<file path="config.mk">
export PLATFORM = sky130hd
export DESIGN_NAME = alu_issue_ctrl
export DESIGN_NICKNAME = d
export VERILOG_FILES = /design/src/rtl/alu_pkg.sv /design/src/rtl/alu_req_fifo.sv /design/src/rtl/alu_issue_ctrl.sv
export SDC_FILE = /design/constraint.sdc
export NUM_CORES = 1
export LEC_CHECK = 0
export ABC_CLOCK_PERIOD_IN_PS = 3840
export BUFFER_PORTS_ARGS = -buffer_cell sky130_fd_sc_hd__buf_4
export CAP_MARGIN = 20
export CORE_MARGIN = 1.5
export CORE_UTILIZATION = 55
export CTS_CLUSTER_DIAMETER = 50
export DETAILED_ROUTE_END_ITERATION = 10
export PLACE_DENSITY = 0.77
export SYNTH_ARGS = -nofsm -noshare
export SYNTH_HDL_FRONTEND = slang
export SYNTH_SLANG_ARGS = --single-unit
</file>
<file path="constraint.sdc">
create_clock -name clk -period 3.84 [get_ports clk]
set_input_delay 0.192 -clock clk [delete_from_list [all_inputs] [get_ports clk]]
set_output_delay 0.192 -clock clk [all_outputs]
set_load 0.01 [all_outputs]
</file>
<file path="src/rtl/alu_pkg.sv">
// Shared types and constants for the ALU issue path: default widths, opcode names
// and the issue FSM state encoding.
package alu_pkg;

  localparam int unsigned ALU_WIDTH = 32;
  localparam int unsigned ALU_OPW   = 5;

  localparam logic [ALU_OPW-1:0] OP_08 = 5'b01000;
  localparam logic [ALU_OPW-1:0] OP_09 = 5'b01001;
  localparam logic [ALU_OPW-1:0] OP_0A = 5'b01010;
  localparam logic [ALU_OPW-1:0] OP_0B = 5'b01011;
  localparam logic [ALU_OPW-1:0] OP_0C = 5'b01100;
  localparam logic [ALU_OPW-1:0] OP_0D = 5'b01101;

  typedef enum logic [1:0] {
    StIdle  = 2'd0,
    StIssue = 2'd1,
    StWait  = 2'd2,
    StHold  = 2'd3
  } issue_state_e;

endpackage

</file>
<file path="src/rtl/alu_req_fifo.sv">
// Request buffer for the ALU issue controller: DEPTH entries, count-based full/empty,
// head visible combinationally on rdata.
module alu_req_fifo
  import alu_pkg::*;
#(
  parameter int unsigned DW    = ALU_OPW + 2 * ALU_WIDTH,
  parameter int unsigned DEPTH = 4
) (
  input  logic          clk,
  input  logic          rst,
  input  logic          push,
  input  logic [DW-1:0] wdata,
  input  logic          pop,
  output logic [DW-1:0] rdata,
  output logic          full,
  output logic          empty
);

  localparam int unsigned PW = $clog2(DEPTH);
  localparam int unsigned CW = PW + 1;

  logic [DW-1:0] mem_q [DEPTH];
  logic [PW-1:0] wr_ptr_q, wr_ptr_d;
  logic [PW-1:0] rd_ptr_q, rd_ptr_d;
  logic [CW-1:0] count_q, count_d;
  logic          do_push, do_pop;

  assign full    = (count_q == CW'(DEPTH));
  assign empty   = (count_q == '0);
  assign do_push = push && !full;
  assign do_pop  = pop && !empty;
  assign rdata   = mem_q[rd_ptr_q];

  // Pointers wrap naturally because DEPTH is a power of two.
  always_comb begin
    wr_ptr_d = do_push ? wr_ptr_q + PW'(1) : wr_ptr_q;
    rd_ptr_d = do_pop  ? rd_ptr_q + PW'(1) : rd_ptr_q;
    count_d  = count_q + CW'(do_push) - CW'(do_pop);
  end

  always_ff @(posedge clk or posedge rst) begin
    if (rst) begin
      wr_ptr_q <= '0;
      rd_ptr_q <= '0;
      count_q  <= '0;
    end else begin
      wr_ptr_q <= wr_ptr_d;
      rd_ptr_q <= rd_ptr_d;
      count_q  <= count_d;
    end
  end

  always_ff @(posedge clk) begin
    if (do_push) mem_q[wr_ptr_q] <= wdata;
  end

endmodule

</file>
<file path="src/rtl/alu_issue_ctrl.sv">
// Issues buffered requests to the ALU one at a time, waits the fixed ALU latency and
// holds the captured result on a valid/ready response port.
module alu_issue_ctrl
  import alu_pkg::*;
#(
  parameter int unsigned WIDTH   = ALU_WIDTH,
  parameter int unsigned OPW     = ALU_OPW,
  parameter int unsigned DEPTH   = 4,
  parameter int unsigned ALU_LAT = 1
) (
  input  logic             clk,
  input  logic             rst,
  input  logic             req_valid,
  output logic             req_ready,
  input  logic [OPW-1:0]   req_opcode,
  input  logic [WIDTH-1:0] req_a,
  input  logic [WIDTH-1:0] req_b,
  output logic [OPW-1:0]   alu_opcode,
  output logic [WIDTH-1:0] alu_a,
  output logic [WIDTH-1:0] alu_b,
  output logic             alu_enable,
  input  logic [WIDTH-1:0] alu_out,
  output logic             rsp_valid,
  input  logic             rsp_ready,
  output logic [OPW-1:0]   rsp_opcode,
  output logic [WIDTH-1:0] rsp_result
);

  localparam int unsigned DW   = OPW + 2 * WIDTH;
  localparam int unsigned CNTW = $clog2(ALU_LAT + 1);

  logic             fifo_full, fifo_empty, fifo_pop;
  logic [DW-1:0]    fifo_rdata;
  logic [OPW-1:0]   head_op;
  logic [WIDTH-1:0] head_a, head_b;

  issue_state_e     state_q, state_d;
  logic [CNTW-1:0]  cnt_q, cnt_d;
  logic [OPW-1:0]   alu_opcode_q, alu_opcode_d;
  logic [WIDTH-1:0] alu_a_q, alu_a_d, alu_b_q, alu_b_d;
  logic             alu_enable_q, alu_enable_d;
  logic             rsp_valid_q, rsp_valid_d;
  logic [OPW-1:0]   rsp_opcode_q, rsp_opcode_d;
  logic [WIDTH-1:0] rsp_result_q, rsp_result_d;

  assign req_ready = !rst && !fifo_full;
  assign {head_op, head_a, head_b} = fifo_rdata;

  alu_req_fifo #(
    .DW   (DW),
    .DEPTH(DEPTH)
  ) u_req_fifo (
    .clk  (clk),
    .rst  (rst),
    .push (req_valid && req_ready),
    .wdata({req_opcode, req_a, req_b}),
    .pop  (fifo_pop),
    .rdata(fifo_rdata),
    .full (fifo_full),
    .empty(fifo_empty)
  );

  always_comb begin
    state_d      = state_q;
    cnt_d        = cnt_q;
    alu_opcode_d = alu_opcode_q;
    alu_a_d      = alu_a_q;
    alu_b_d      = alu_b_q;
    alu_enable_d = 1'b0;
    rsp_valid_d  = rsp_valid_q;
    rsp_opcode_d = rsp_opcode_q;
    rsp_result_d = rsp_result_q;
    fifo_pop     = 1'b0;
    case (state_q)
      StIdle:  fifo_pop = !fifo_empty;
      StIssue: begin
        cnt_d   = CNTW'(ALU_LAT);
        state_d = StWait;
      end
      StWait: begin
        if (cnt_q == CNTW'(1)) begin
          cnt_d        = '0;
          rsp_valid_d  = 1'b1;
          rsp_result_d = alu_out;
          rsp_opcode_d = alu_opcode_q;
          state_d      = StHold;
        end else begin
          cnt_d = cnt_q - CNTW'(1);
        end
      end
      StHold: begin
        if (rsp_ready) begin
          rsp_valid_d = 1'b0;
          state_d     = StIdle;
          fifo_pop    = !fifo_empty;
        end
      end
      default: state_d = StIdle;
    endcase
    // Any pop, from idle or straight out of a completed handshake, starts a new issue.
    if (fifo_pop) begin
      alu_opcode_d = head_op;
      alu_a_d      = head_a;
      alu_b_d      = head_b;
      alu_enable_d = 1'b1;
      state_d      = StIssue;
    end
  end

  always_ff @(posedge clk or posedge rst) begin
    if (rst) begin
      state_q      <= StIdle;
      cnt_q        <= '0;
      alu_opcode_q <= '0;
      alu_a_q      <= '0;
      alu_b_q      <= '0;
      alu_enable_q <= 1'b0;
      rsp_valid_q  <= 1'b0;
      rsp_opcode_q <= '0;
      rsp_result_q <= '0;
    end else begin
      state_q      <= state_d;
      cnt_q        <= cnt_d;
      alu_opcode_q <= alu_opcode_d;
      alu_a_q      <= alu_a_d;
      alu_b_q      <= alu_b_d;
      alu_enable_q <= alu_enable_d;
      rsp_valid_q  <= rsp_valid_d;
      rsp_opcode_q <= rsp_opcode_d;
      rsp_result_q <= rsp_result_d;
    end
  end

  assign alu_opcode = alu_opcode_q;
  assign alu_a      = alu_a_q;
  assign alu_b      = alu_b_q;
  assign alu_enable = alu_enable_q;
  assign rsp_valid  = rsp_valid_q;
  assign rsp_opcode = rsp_opcode_q;
  assign rsp_result = rsp_result_q;

endmodule
</file>
Yosys cells after proc, flatten, opt, wreduce, memory -nomap -nowiden
Memories as Yosys holds them, arrays and structs flattened. A register that Yosys moved wholly into a read port is not among the register bits.
Cells that the tools add are included.
- mux-type cells: 14
- shift operators: 0
- $mul: 0
- divide/modulo/power cells: 0
- add/subtract/negate cells: 5
- $lt $le $gt $ge: 0
- reduce and logical (&&, ||, !) cells: 15
- bitwise logic cells: 0
- equal/unequal tests: 8
- operators by type and width (operator ; count):
    2-to-1 mux 1 bit ; 7
    2-to-1 mux 2 bit ; 3
    != test 3 x 2 -> 1 bit (second input constant) ; 2
    one-hot mux 1 bit (2 select lines) ; 3
    one-hot mux 2 bit (3 select lines) ; 1
    AND reduction 3 bit ; 2
    adder 2 x 1 -> 2 bit (second input constant) ; 2
    equality test 2 bit (second input constant) ; 2
    logical AND 1 bit ; 4
    != test 2 bit (second input constant) ; 2
    nonzero test 2 bit ; 2
    nonzero test 4 bit ; 1
    adder 3 x 1 -> 3 bit ; 1
    equality test 3 bit (second input constant) ; 1
    logical NOT 1 bit ; 3
    logical NOT 3 bit ; 1
    subtractor 3 x 1 -> 3 bit ; 1
    equality test 2 x 1 -> 1 bit (second input constant) ; 1
    logical NOT 2 bit ; 1
    AND reduction 2 bit ; 1
    subtractor 1 bit (second input constant) ; 1
- latch bits: 0
- input bits: 105
- register bits after elaboration: 49
- memory bits (writable): 276
- memories kept: 1
- logic and storage cells: 52
- memory bits (read-only): 0
- output and inout port bits: 109
- memory list (name ; depth ; bits a word ; read ports ; clocked after Yosys merged registers in ; wr ports ; line ; RTL):
    u_req_fifo.mem_q ; 4 ; 69 ; 1 ; 1 ; 1 ; alu_req_fifo.sv:22 ; logic [DW-1:0] mem_q [DEPTH];

Logic depth before layout (Yosys ltp)
Gate-level depths: netlist of run 1.
- word-level depth: 7
- mapped depth: 12
- mapped depth without buffers: 11

By module
Synthesis of run 1 repeated with hierarchy kept, for this count alone.
- cells, all modules: 665
- area total of the unflattened synthesis: 14813.0 um2
- modules (own cells, without submodules) (module ; sequential area each (um2) ; area each (um2) ; cells an instance ; instances):
    alu_req_fifo ; 8463.1 ; 10506.3 ; 404 ; 1
    alu_issue_ctrl ; 2777.7 ; 4306.6 ; 261 ; 1

Least setup slack after synthesis of run 1
Ideal clock, no wire load.
- path kind: register to register
- from: register u_req_fifo.count_q[1]
- to: memory u_req_fifo.mem_q[0][0] (netlist bit) (enable)
- library setup time: 0.435 ns
- period minus slack after synthesis: 2.992 ns
- cell stages (with the launch flop): 4
- arrival: 2.557 ns
- slack: 0.848 ns
- path buffers: 0
- data required time: 3.405 ns
- cells stage by stage: dfrtp_1 -> nor2_1 -> a211oi_2 -> and2_1
- longest elaborated chain between the ends: 7
- ends and longest elaborated chain (item ; line ; RTL):
    start: declaration ; alu_req_fifo.sv:25 ; logic [CW-1:0] count_q, count_d;
    start signal: assignment ; alu_req_fifo.sv:49 ; count_q <= count_d;
    equality test 3 bit * ; alu_req_fifo.sv:28 ; assign full = (count_q == CW'(DEPTH));
    logical NOT 1 bit * ; alu_req_fifo.sv:30, alu_issue_ctrl.sv:46 ;
    logical AND 1 bit ; alu_issue_ctrl.sv:46 ; assign req_ready = !rst && !fifo_full;
    logical AND 1 bit ; alu_issue_ctrl.sv:55 ; .push (req_valid && req_ready),
    logical AND 1 bit * ; alu_req_fifo.sv:30 ; assign do_push = push && !full;
    net u_req_fifo.do_push ; alu_req_fifo.sv:26 ; logic do_push, do_pop;
    2-to-1 mux 1 bit * ; alu_req_fifo.sv:54 ; if (do_push) mem_q[wr_ptr_q] <= wdata;
    2-to-1 mux 1 bit (implied by the code) * ; alu_req_fifo.sv:54 ;
    end: declaration ; alu_req_fifo.sv:22 ;
Mark *: on every way through the listed nets, which the timed path passes. The rest lies on a longest branch.

Final worst setup path of run 1
- from: register state_q[0]
- to: register alu_b_q[29], in the netlist alu_b[29], read port of u_req_fifo.mem_q
- longest elaborated chain between the ends: 2
- elaborated cells between the ends (all ways): 3
- those cells by class: eq/ne (1); mux (1); reduce/logical (1)
- ends and longest elaborated chain (item ; line ; RTL):
    start: declaration ; alu_issue_ctrl.sv:37 ; issue_state_e state_q, state_d;
    start signal: assignment ; alu_issue_ctrl.sv:112 ; state_q <= StIdle;
    start signal: assignment ; alu_issue_ctrl.sv:122 ; state_q <= state_d;
    equality test 2 bit or logical NOT 2 bit (tied branches) ; alu_issue_ctrl.sv:74 ; case (state_q)
    one-hot mux 1 bit (2 select lines) * ; alu_issue_ctrl.sv:74 ;
    end: declaration ; alu_issue_ctrl.sv:40 ; logic [WIDTH-1:0] alu_a_q, alu_a_d, alu_b_q, alu_b_d;
Mark *: on every way between the ends. The rest lies on a longest branch, timed or not.
A chain may end at the register's enable or synchronous reset.

==> reports/qor.txt, run 1 <==
====================================================================================
Result of the run .....................................................    completed
Postcts setup bufs ....................................................            0
Placeable core region ................................................. 0.0261 sq mm
Share of final-layout standard cells stronger than drive strength 1 ...        0.456
CTS resizes ...........................................................            0
Post-synth top area cell ..............................................     edfxtp_1
H-tree depth ..........................................................            2
Antenna cells .........................................................            0
Fin crit share ........................................................        0.662
Unique masters post-synth .............................................           31
IO Pins ...............................................................          214
Final total negative setup slack ......................................         0 ns
Start point of the critical path ......................................   state_q[0]
Category of the worst setup path capture point ........................    flip-flop
Area fraction of the dominant cell type after synthesis ...............        0.567
CP cell instances ..................................................... inv_1 -> ha_1 -> nor3_4 -> buf_4 -> mux2_2
Effective utilization at floorplan ....................................        0.561
Number of enable-type register cells in the synthesized netlist .......          276
Crit Path Category ....................................................      reg2reg
Worst path required time ..............................................      4.23 ns
Total standard cell area after synthesis .............................. 0.0146 sq mm
DRC violation total after the first TritonRoute iteration .............          534
Routed length per placed instance ..................................... 21.1 microns
Worst setup timing slack at the placement stage .......................      1.29 ns
Post-Route WL ......................................................... 28,700 microns
Setup repair after global routing missed its margin ...................        false
Initial antenna violation count .......................................            0
First-pass detailed-route iteration total .............................            4
Horizontal die dimension ..............................................  166 microns
Final Power ...........................................................     0.0145 W
Drt drc ...............................................................            0
Post-route worst hold slack ...........................................     0.115 ns
Delay of the slowest cell on the worst path ...........................      0.85 ns
Crit start category ...................................................    flip-flop
# Max-Cap Violations ..................................................            0
Global-route wire length before repair ................................ 45,700 microns
Post-route ant nets ...................................................            0
Half-perimeter wire length after placement ............................ 15,900 microns
Total of warnings raised by yosys .....................................            0
Area contributors post-synth .......................................... edfxtp_1 57%, dfrtp_1 20%, mux4_2 11%
Data arrival time of the critical path ................................      2.94 ns
Clock network latency to the later pin of the worst-skew pair .........      0.52 ns
Setup skew after layout ...............................................    0.0174 ns
Min Tclk post-route ...................................................      2.54 ns
Final number of hold-violating endpoints ..............................            0
Layout overhead on the synthesized area ...............................        29.8%
Number of storage elements in the synthesis netlist ...................          394
Clock transition at the registers of the reported paths ...............      0.06 ns
R2r endpoint ..........................................................    alu_b[29]
Share of flip-flops with an asynchronous set or reset after synthesis .        0.299
Total number of vias ..................................................        7,419
Cts bufs inserted .....................................................           41
Final setup violating endpoints .......................................            0
Reg-to-reg setup timing slack .........................................      1.30 ns
Clock tree root driver cell ...........................................    clkbuf_16
Overall Global Routing Usage ..........................................        0.214
Power Dens Cells ......................................................  764 mW/mm^2
Number of vias per cell after detailed routing ........................         5.45
Leakage ...............................................................      7.15 nW
Count of buffers inserted at the top-level ports ......................          213
Utilization after layout ..............................................        0.728
Post-Synthesis Net Count ..............................................          769
Worst-case setup margin in the final layout ...........................      1.30 ns
Mapped Cells ..........................................................          652
CP max stage cell .....................................................        buf_4
Worst reg2reg path startpoint .........................................   state_q[0]
DIE AREA .............................................................. 0.0276 sq mm
Filler Cells Inserted .................................................        1,501
Number of global-route vias before repair .............................        8,205
Crit path capture .....................................................    alu_b[29]
Most used DFF post-synth ..............................................     edfxtp_1
Most common cell in the synthesized netlist ...........................     edfxtp_1
Number of max-slew violations in the final report .....................            0
Logic depth of the worst register-to-register path ....................            5
Standard-cell row count ...............................................           59
Max_slew headroom .....................................................        0.275
Fmax ..................................................................      393 MHz
Overflow after GRT ....................................................            0
Clock tree from TritonCTS .............................................         done
Ranking of synthesized cells by instance count ........................ 276 x edfxtp_1, 118 x dfrtp_1, 108 x mux2_2
Post-synthesis sequential area ratio ..................................        0.769
Highest ir drop seen on vdd ...........................................     0.541 mV
Largest net degree at the start of global routing .....................           72
Buffers from clock root to sink, at most ..............................            3
Worst-path maximum fanout .............................................           71
Worst Max-Slew Pin Slew ...............................................      1.09 ns
Final net count .......................................................        1,112
GPL Wtd Cong ..........................................................        0.680
Mapped Avg Cell Area ..................................................   22.4 sq um
Clock net sink count ..................................................          394
Worst Hold Class ......................................................       in2reg
Height of the die .....................................................  166 microns
====================================================================================
[per-stage QoR]
| step | instances | instance area, sq um |
|---|---|---|
| 6_report | 1362 | 19000 |
| 5_1_grt | 1362 | 19000 |
| 4_1_cts | 1362 | 19000 |
| 3_5_place_dp | 1184 | 16600 |
| 3_3_place_gp | 1184 | 16600 |
| 2_1_floorplan | 652 | 14600 |
[worst min path at each step]
| stage | startpoint | end | depth (start not counted) |
|---|---|---|---|
| final | req_valid | u_req_fifo.wr_ptr_q[0] | 4 |
| after global routing | req_valid | u_req_fifo.wr_ptr_q[0] | 4 |
| after CTS | req_valid | u_req_fifo.wr_ptr_q[0] | 4 |
| after detailed placement | rst | alu_b[19] | 2 |
| after global placement | rst | alu_b[20] | 2 |
| after floorplan | req_b[0] | u_req_fifo.mem_q[0][0] | 0 |
[cells by family (layout without fill, tap and decap cells)]
| kind of cell | Yosys count | count (layout) | synth area share |
|---|---|---|---|
| AO/OA/AOI/OAI | 10 | 10 | 0.00488 |
| XOR/XNOR | 5 | 5 | 0.00300 |
| adder cells (fa/ha/maj) | 12 | 12 | 0.0108 |
| buffers and inverters | 38 | 413 | 0.0153 |
| flip-flops | 394 | 394 | 0.769 |
| multiplexers | 177 | 177 | 0.190 |
| AND/OR/NAND/NOR | 16 | 16 | 0.00736 |
[worst max-delay path: cells and delay by family, from the launching register on]
family | cells | cell delay [ns]
adder cells (fa/ha/maj) | 1 | 0.39
buffers and inverters | 2 | 0.96
multiplexers | 1 | 0.43
AND/OR/NAND/NOR | 1 | 0.22
flip-flops | 1 | 0.39
[metal layers]
| metal | part of all wire | GRT usage | vias to the layer above |
|---|---|---|---|
| met5 | 0 | 0 | - |
| met4 | 0.016 | 0.0474 | 0 |
| met3 | 0.065 | 0.0524 | 42 |
| met2 | 0.50 | 0.359 | 263 |
| met1 | 0.42 | 0.287 | 3824 |
| li1 | - | - | 3290 |
[registers in the layout, summed over array words and instances (netlist names), 2 cells and up]
signal,flops
rsp_opcode,5
u_req_fifo.wr_ptr_q,2
state_q,2
rsp_result,32
u_req_fifo.rd_ptr_q,2
alu_opcode,5
alu_a,32
alu_b,32
u_req_fifo.mem_q,276
u_req_fifo.count_q,3
[layout by cell type, fill, tap and decap left out, drive strengths merged, types with 2 or more instances in the layout]
cell type / Yosys / routed
edfxtp: 276 / 276
buf: 19 / 224
dfrtp: 118 / 118
mux2: 108 / 108
dlygate4sd3: 0 / 103
mux4: 69 / 69
clkbuf: 8 / 60
inv: 11 / 16
ha: 11 / 11
clkinv: 0 / 6
a21oi: 4 / 4
and2: 4 / 4
bufinv: 0 / 4
xnor2: 3 / 3
nor3: 3 / 3
nor2: 2 / 2
nand2b: 2 / 2
and3: 2 / 2
xor2: 2 / 2
[power breakdown]
group | internal (W) | leakage [nW] | total, W | switching [W]
combinational | 0.00252 | 2.61 | 0.00429 | 0.00177
sequential | 0.00557 | 3.89 | 0.00631 | 0.000743
clock | 0.00236 | 0.653 | 0.00389 | 0.00154
[cell type report]
class	count	area (sq um)	area share
clock buffers	60	1150	0.0605
clock inverters	15	191	0.0101
inverters	11	46.3	0.00244
multi-input cells	220	3160	0.167
flip-flops and latches	394	11200	0.593
well taps	335	419	0.0221
repair buffers	327	2760	0.146
[what timing repair did]
action	4_1_cts	5_1_grt
hold buffers	103	0
hold endpoints to repair	374	0
setup endpoints to repair	0	0
Note: power is estimated with default switching activity, not from simulation.
==> run 2: changes to the inputs <==
--- a/config.mk
+++ b/config.mk
@@ -5,14 +5,14 @@
 export SDC_FILE = /design/constraint.sdc
 export NUM_CORES = 1
 export LEC_CHECK = 0
-export ABC_CLOCK_PERIOD_IN_PS = 3840
+export ABC_CLOCK_PERIOD_IN_PS = 2100
 export BUFFER_PORTS_ARGS = -buffer_cell sky130_fd_sc_hd__buf_4
 export CAP_MARGIN = 20
 export CORE_MARGIN = 1.5
-export CORE_UTILIZATION = 55
+export CORE_UTILIZATION = 51
 export CTS_CLUSTER_DIAMETER = 50
 export DETAILED_ROUTE_END_ITERATION = 10
-export PLACE_DENSITY = 0.77
+export PLACE_DENSITY = 0.75
 export SYNTH_ARGS = -nofsm -noshare
 export SYNTH_HDL_FRONTEND = slang
 export SYNTH_SLANG_ARGS = --single-unit
==> constraint.sdc (replaced) <==
create_clock -name clk -period 2.1 [get_ports clk]
set_input_delay 0.105 -clock clk [delete_from_list [all_inputs] [get_ports clk]]
set_output_delay 0.105 -clock clk [all_outputs]
set_load 0.01 [all_outputs]
==> reports/qor.txt, run 2 (same netlist as run 1, synthesis figures left out) <==
==================================================================================
Result of the run ................................................... complete, but fails checks
Violated checks ..................................................... negative setup slack
Clock net sink count ................................................          394   unchanged
Half-perimeter wire length after placement .......................... 17,000 microns   +7.0%
Final net count .....................................................        1,142   +2.7%
Routed length per placed instance ................................... 20.1 microns   -4.4%
Overflow after GRT ..................................................            0   unchanged
Largest net degree at the start of global routing ...................           96   +33%
Number of global-route vias before repair ...........................        8,015   -2.3%
Placeable core region ............................................... 0.0280 sq mm   +7.5%
Most frequent cells in the layout ................................... 276 x edfxtp_1, 230 x buf_4, 115 x dfrtp_1
IO Pins .............................................................          214   unchanged
Number of vias per cell after detailed routing ......................         5.26   -3.5%
Share of total power in the clock network ...........................        0.258   -0.011
Worst setup timing slack at the placement stage .....................   -0.0768 ns   -1.36 ns
Leakage .............................................................      7.34 nW   +2.7%
Clock transition at the registers of the reported paths .............      0.06 ns   about the same
Hold wc startpoint ..................................................    req_valid
Worst-path maximum fanout ...........................................            2   -97%
Worst path required time ............................................      2.53 ns   -1.70 ns
Setup repair after global routing missed its margin .................         true
Seq pwr share .......................................................        0.411   -0.024
Final cell area excluding filler cells .............................. 0.0195 sq mm   +2.9%
Worst Hold Class ....................................................       in2reg
Fmax ................................................................      465 MHz   +18%
Worst Max-Slew Pin Slew .............................................     0.564 ns   -0.524 ns
Logic pwr share .....................................................        0.331   +0.035
First-pass detailed-route iteration total ...........................            5   +1
Number of max-slew violations in the final report ...................            0   unchanged
H-tree depth ........................................................            2   unchanged
Horizontal die dimension ............................................  172 microns   +3.8%
Clock tree root driver cell .........................................    clkbuf_16
Data arrival time of the critical path ..............................      2.58 ns   -0.36 ns
DRC violation total after the first TritonRoute iteration ...........          401   -25%
Final setup violating endpoints .....................................            1   +1
Worst-case setup margin in the final layout .........................   -0.0528 ns   -1.35 ns
Setup skew after layout .............................................    0.0114 ns   -0.00600 ns
Final total negative setup slack ....................................   -0.0528 ns   -0.0528 ns
Fin crit share ......................................................         1.03   +0.363
Overall Global Routing Usage ........................................        0.197   -0.0170
Cts bufs inserted ...................................................           42   +2.4%
Instance area after placement ....................................... 0.0172 sq mm   +3.3%
Most common cell after layout, fill and taps aside ..................     edfxtp_1
WHS Endpoint ........................................................ u_req_fifo.count_q[0]
Highest ir drop seen on vdd .........................................     0.818 mV   +51%
Effective utilization at floorplan ..................................        0.522   -0.0391
Total placed cells including tap cells ..............................        1,253   +5.8%
Drt drc .............................................................            0   unchanged
Post-Route WL ....................................................... 28,900 microns   +0.83%
Final number of hold-violating endpoints ............................            0   unchanged
Logic depth of the worst register-to-register path ..................           11   +6
Layout overhead on the synthesized area .............................        33.6%
Largest Register .................................................... u_req_fifo.mem_q
Power Dens Cells .................................................... 1390 mW/mm^2   +82%
Count of buffers inserted at the top-level ports ....................          213   unchanged
# Max-Cap Violations ................................................            0   unchanged
Switching share of total power ......................................        0.278   -0.000937
GPL Wtd Cong ........................................................        0.702   +3.2%
Min Tclk post-route .................................................      2.15 ns   -0.391 ns
Cell depth of the worst hold path ...................................            4   unchanged
Cell Int Power ......................................................     0.0196 W   +87%
Worst reg2reg path startpoint .......................................   state_q[0]
R2r endpoint ........................................................ u_req_fifo.count_q[2]
Crit start category .................................................    flip-flop
Height of the die ...................................................  172 microns   +3.8%
Total number of vias ................................................        7,552   +1.8%
Initial antenna violation count .....................................            1   +1
Reg-to-reg setup timing slack .......................................     -0.05 ns   -1.35 ns
Post-route ant nets .................................................            0   unchanged
Utilization after layout ............................................        0.697   -0.0311
Clock tree from TritonCTS ...........................................         done
Category of the worst setup path capture point ......................    flip-flop
Non-filler instance count after layout ..............................        1,436   +5.4%
Global-route wire length before repair .............................. 43,700 microns   -4.2%
Share of final-layout standard cells stronger than drive strength 1 .        0.479   +0.0230
Sw power ............................................................    0.00755 W   +87%
Crit Path Category ..................................................      reg2reg
Buffers from clock root to sink, at most ............................            3   unchanged
Standard-cell row count .............................................           61   +3.4%
Flip-flop count of the largest register, all copies and words added .          276   unchanged
Clock network latency to the later pin of the worst-skew pair .......      0.52 ns   about the same
DIE AREA ............................................................ 0.0297 sq mm   +7.7%
Max_slew headroom ...................................................        0.624   +0.349
==================================================================================
[run 2: per-layer routing]
layer / up-vias / share of wire / wire (microns) / global-route usage
li1: 3354 / - / - / -
met1: 3873 / 0.41 / 11900 / 0.254
met2: 277 / 0.49 / 14200 / 0.338
met3: 48 / 0.079 / 2280 / 0.0481
met4: 0 / 0.018 / 514 / 0.0465
met5: - / 0 / 0 / 0
[run 2: stage by stage]
stage	power, W	hold WS (ns)
2_1_floorplan	0.0165	0.204
3_3_place_gp	0.0199	0.270
3_5_place_dp	0.0202	0.280
4_1_cts	0.0274	0.0785
5_1_grt	0.0285	0.0930
6_report	0.0271	0.0870
[run 2: layout make-up]
class                           instances  area [sq um]
Antenna cell                            1          2.50
Clock buffer                           64          1160
Clock inverter                         12           149
Fill cell                            1701          8490
Inverter                               11          45.0
Multi-Input combinational cell        220          3230
Sequential cell                       394         11200
Tap cell                              378           473
Timing Repair Buffer                  356          3210
[run 2: how the worst max path moves through the flow]
stage / start / endpoint / slack, ns / depth (start not counted)
floorplan: state_q[0] / u_req_fifo.count_q[2] / -0.40 / 12
global placement: state_q[1] / u_req_fifo.count_q[2] / -0.009 / 11
detailed placement: state_q[1] / u_req_fifo.count_q[2] / -0.08 / 11
CTS: state_q[1] / u_req_fifo.count_q[2] / -0.07 / 10
global route: state_q[0] / u_req_fifo.count_q[2] / -0.16 / 11
finish: state_q[0] / u_req_fifo.count_q[2] / -0.05 / 11
[run 2: power groups by stage]
stage | clock [W] | combinational, W | sequential [W]
2_1_floorplan | 0 | 0.00501 | 0.0115
3_3_place_gp | 0 | 0.00870 | 0.0112
3_5_place_dp | 0 | 0.00887 | 0.0113
4_1_cts | 0.00714 | 0.00911 | 0.0112
5_1_grt | 0.00746 | 0.00970 | 0.0113
6_report | 0.00700 | 0.00899 | 0.0111
[run 2: critical path, cell delays in order, from the launching register on]
cell,delay [ns]
dfrtp_1,0.40
buf_6,0.13
ha_4,0.13
a21oi_4,0.06
nor3_4,0.23
ha_4,0.23
inv_2,0.06
ha_4,0.11
inv_2,0.03
fa_2,0.36
xnor2_2,0.15
xnor2_1,0.17
[run 2: timing repair]
item,CTS,global route
pin swaps,6,4
resized for setup,0,1
setup buffers,2,1
endpoints found under the hold margin,428,0
endpoints found under the setup margin,1,2
hold buffers,103,0
==> run 3: changes to the inputs <==
==> constraint.sdc (replaced) <==
create_clock -name clk -period 2.1 [get_ports clk]
set_input_delay 0.42 -clock clk [delete_from_list [all_inputs] [get_ports clk]]
set_output_delay 0.42 -clock clk [all_outputs]
set_load 0.01 [all_outputs]
==> reports/qor.txt, run 3 (same netlist as run 1, synthesis figures left out) <==
==================================================================================
Min Tclk post-route .................................................      2.13 ns   -0.0260 ns
Non-filler instance count after layout ..............................        1,332   -7.2%
Overflow after GRT ..................................................            0   unchanged
Max_slew headroom ...................................................        0.634   +0.00933
Sw power ............................................................    0.00748 W   -0.98%
Worst-path maximum fanout ...........................................            2   unchanged
Crit Path Category ..................................................      reg2reg
Total placed cells including tap cells ..............................        1,251   -0.16%
Final net count .....................................................        1,037   -9.2%
Buffers from clock root to sink, at most ............................            3   unchanged
Standard-cell row count .............................................           61   unchanged
Total number of vias ................................................        7,108   -5.9%
Power Dens Cells .................................................... 1450 mW/mm^2   +4.7%
Clock tree root driver cell .........................................    clkbuf_16
Final cell area excluding filler cells .............................. 0.0185 sq mm   -5.2%
Leakage .............................................................      6.92 nW   -5.7%
Share of final-layout standard cells stronger than drive strength 1 .        0.533   +0.0543
Height of the die ...................................................  172 microns   unchanged
Global-route wire length before repair .............................. 41,700 microns   -4.8%
DIE AREA ............................................................ 0.0297 sq mm   unchanged
Switching share of total power ......................................        0.278   -0.000601
Half-perimeter wire length after placement .......................... 17,100 microns   +0.41%
Initial antenna violation count .....................................            2   +1
Highest ir drop seen on vdd .........................................     0.887 mV   +8.5%
Area of the multi-input gates ....................................... 0.00323 sq mm   unchanged
Filler Cells Inserted ...............................................        1,842   +8.3%
Number of max-slew violations in the final report ...................            0   unchanged
# Max-Cap Violations ................................................            0   unchanged
Layout overhead on the synthesized area .............................        26.6%
Worst setup timing slack at the placement stage .....................   -0.0491 ns   +0.0278 ns
CTS resizes .........................................................            0   unchanged
Routed length per placed instance ................................... 20.5 microns   +2.0%
Post-route worst hold slack .........................................    0.0939 ns   +0.00692 ns
Register cell area after layout ..................................... 0.0112 sq mm   unchanged
First-pass detailed-route iteration total ...........................            4   -1
Post-route ant nets .................................................            0   unchanged
Clock network latency to the later pin of the worst-skew pair .......      0.52 ns   about the same
Instance area after placement ....................................... 0.0171 sq mm   -0.16%
DRC violation total after the first TritonRoute iteration ...........          378   -5.7%
GPL Wtd Cong ........................................................        0.712   +1.4%
Horizontal die dimension ............................................  172 microns   unchanged
Final number of hold-violating endpoints ............................            0   unchanged
Setup repair after global routing missed its margin .................         true
Largest Register .................................................... u_req_fifo.mem_q
Cts bufs inserted ...................................................           41   -2.4%
Final total negative setup slack ....................................   -0.0267 ns   +0.0260 ns
H-tree depth ........................................................            2   unchanged
Number of global-route vias before repair ...........................        7,529   -6.1%
Cell Int Power ......................................................     0.0194 W   -0.68%
Fmax ................................................................      470 MHz   +1.2%
Number of vias per cell after detailed routing ......................         5.34   +1.5%
Share of total power in the clock network ...........................        0.263   +0.005
Effective utilization at floorplan ..................................        0.522   unchanged
Largest net degree at the start of global routing ...................           50   -48%
Logic pwr share .....................................................        0.324   -0.007
Data arrival time of the critical path ..............................      2.52 ns   -0.06 ns
Overall Global Routing Usage ........................................        0.189   -0.00785
Flip-flop count of the largest register, all copies and words added .          276   unchanged
Final setup violating endpoints .....................................            1   unchanged
Clock tree from TritonCTS ...........................................         done
Category of the worst setup path capture point ......................    flip-flop
Worst Max-Slew Pin Slew .............................................     0.548 ns   -0.0152 ns
Post-Route WL ....................................................... 27,400 microns   -5.4%
Most frequent cells in the layout ................................... 276 x edfxtp_1, 229 x buf_4, 115 x dfrtp_1
Worst path required time ............................................      2.50 ns   -0.03 ns
Drt drc .............................................................            0   unchanged
Placeable core region ............................................... 0.0280 sq mm   unchanged
Worst-case setup margin in the final layout .........................   -0.0267 ns   +0.0260 ns
Clock transition at the registers of the reported paths .............      0.06 ns   about the same
Worst Hold Class ....................................................       in2reg
Seq pwr share .......................................................        0.413   +0.002
Setup skew after layout .............................................    0.0223 ns   +0.0108 ns
Violated checks ..................................................... negative setup slack
IO Pins .............................................................          214   unchanged
Count of buffers inserted at the top-level ports ....................          213   unchanged
Result of the run ................................................... complete, but fails checks
Most common cell after layout, fill and taps aside ..................     edfxtp_1
Fin crit share ......................................................         1.01   -0.0124
Crit start category .................................................    flip-flop
Clock net sink count ................................................          394   unchanged
==================================================================================
[run 3: cell count changes in the layout (fill, tap and decap cells not counted)]
cell,delta
buf_4,-1
clkinv_1,+2
clkinv_2,+1
inv_6,+3
clkbuf_8,-1
inv_8,-1
buf_6,-1
clkbuf_16,+1
dlygate4sd3_1,-102
clkinvlp_4,+1
clkbuf_1,-6
[run 3: area by class of cell]
| cell class | count | area share |
|---|---|---|
| sequential | 394 | 0.608 |
| multi-input combinational | 220 | 0.175 |
| timing repair buffer | 252 | 0.117 |
| clock buffer | 58 | 0.0623 |
| tap | 378 | 0.0256 |
| clock inverter | 18 | 0.00994 |
| inverter | 11 | 0.00243 |
| antenna | 1 | 0.000135 |
[run 3: power groups by stage]
| stage | sequential [W] | combinational [W] | clock [W] |
|---|---|---|---|
| finish | 0.0111 | 0.00873 | 0.00708 |
| floorplan | 0.0115 | 0.00501 | 0 |
| CTS | 0.0112 | 0.00882 | 0.00726 |
| global route | 0.0113 | 0.00945 | 0.00756 |
| global placement | 0.0112 | 0.00863 | 0 |
| detailed placement | 0.0113 | 0.00878 | 0 |
[run 3: per-layer routing]
| layer | GRT usage | up-vias | part of all wire | wire [microns] |
|---|---|---|---|---|
| li1 | - | 3152 | - | - |
| met1 | 0.240 | 3665 | 0.41 | 11300 |
| met2 | 0.319 | 243 | 0.49 | 13400 |
| met3 | 0.0593 | 46 | 0.076 | 2080 |
| met4 | 0.0439 | 2 | 0.019 | 529 |
| met5 | 0 | - | 0.00048 | 13 |
[run 3: path summary, 6_finish.rpt]
path	from	to	slack, ns	depth (start not counted)
worst max-delay path	state_q[1]	u_req_fifo.count_q[2]	-0.03	10
worst min-delay path	req_a[2]	u_req_fifo.mem_q[2][34]	0.09	1
worst max register to register	state_q[1]	u_req_fifo.count_q[2]	-0.03	10
worst min register to register	rsp_result[20]	rsp_result[20]	0.50	1
max in group asynchronous	rst	alu_b[11]	0.89	4
min in group asynchronous	rst	state_q[0]	0.55	3
[run 3: worst max-delay path, cell delays in order (launching register included)]
cell,delay [ns]
dfrtp_2,0.43
inv_2,0.08
ha_4,0.20
nor3_4,0.23
ha_4,0.23
inv_2,0.06
ha_4,0.11
inv_2,0.03
fa_2,0.36
xnor2_2,0.14
xnor2_1,0.12
[run 3: timing repair]
item | CTS | global route
hold buffers | 1 | 0
hold endpoints to repair | 16 | 0
pin swaps | 0 | 7
setup buffers | 0 | 3
setup endpoints to repair | 9 | 41
[run 3: metrics by stage]
| step | power [W] | utilization |
|---|---|---|
| 3_3_place_gp | 0.0198 | 0.611 |
| 2_1_floorplan | 0.0165 | - |
| 5_1_grt | 0.0283 | 0.661 |
| 6_report | 0.0269 | 0.661 |
| 3_5_place_dp | 0.0201 | 0.611 |
| 4_1_cts | 0.0272 | 0.659 |
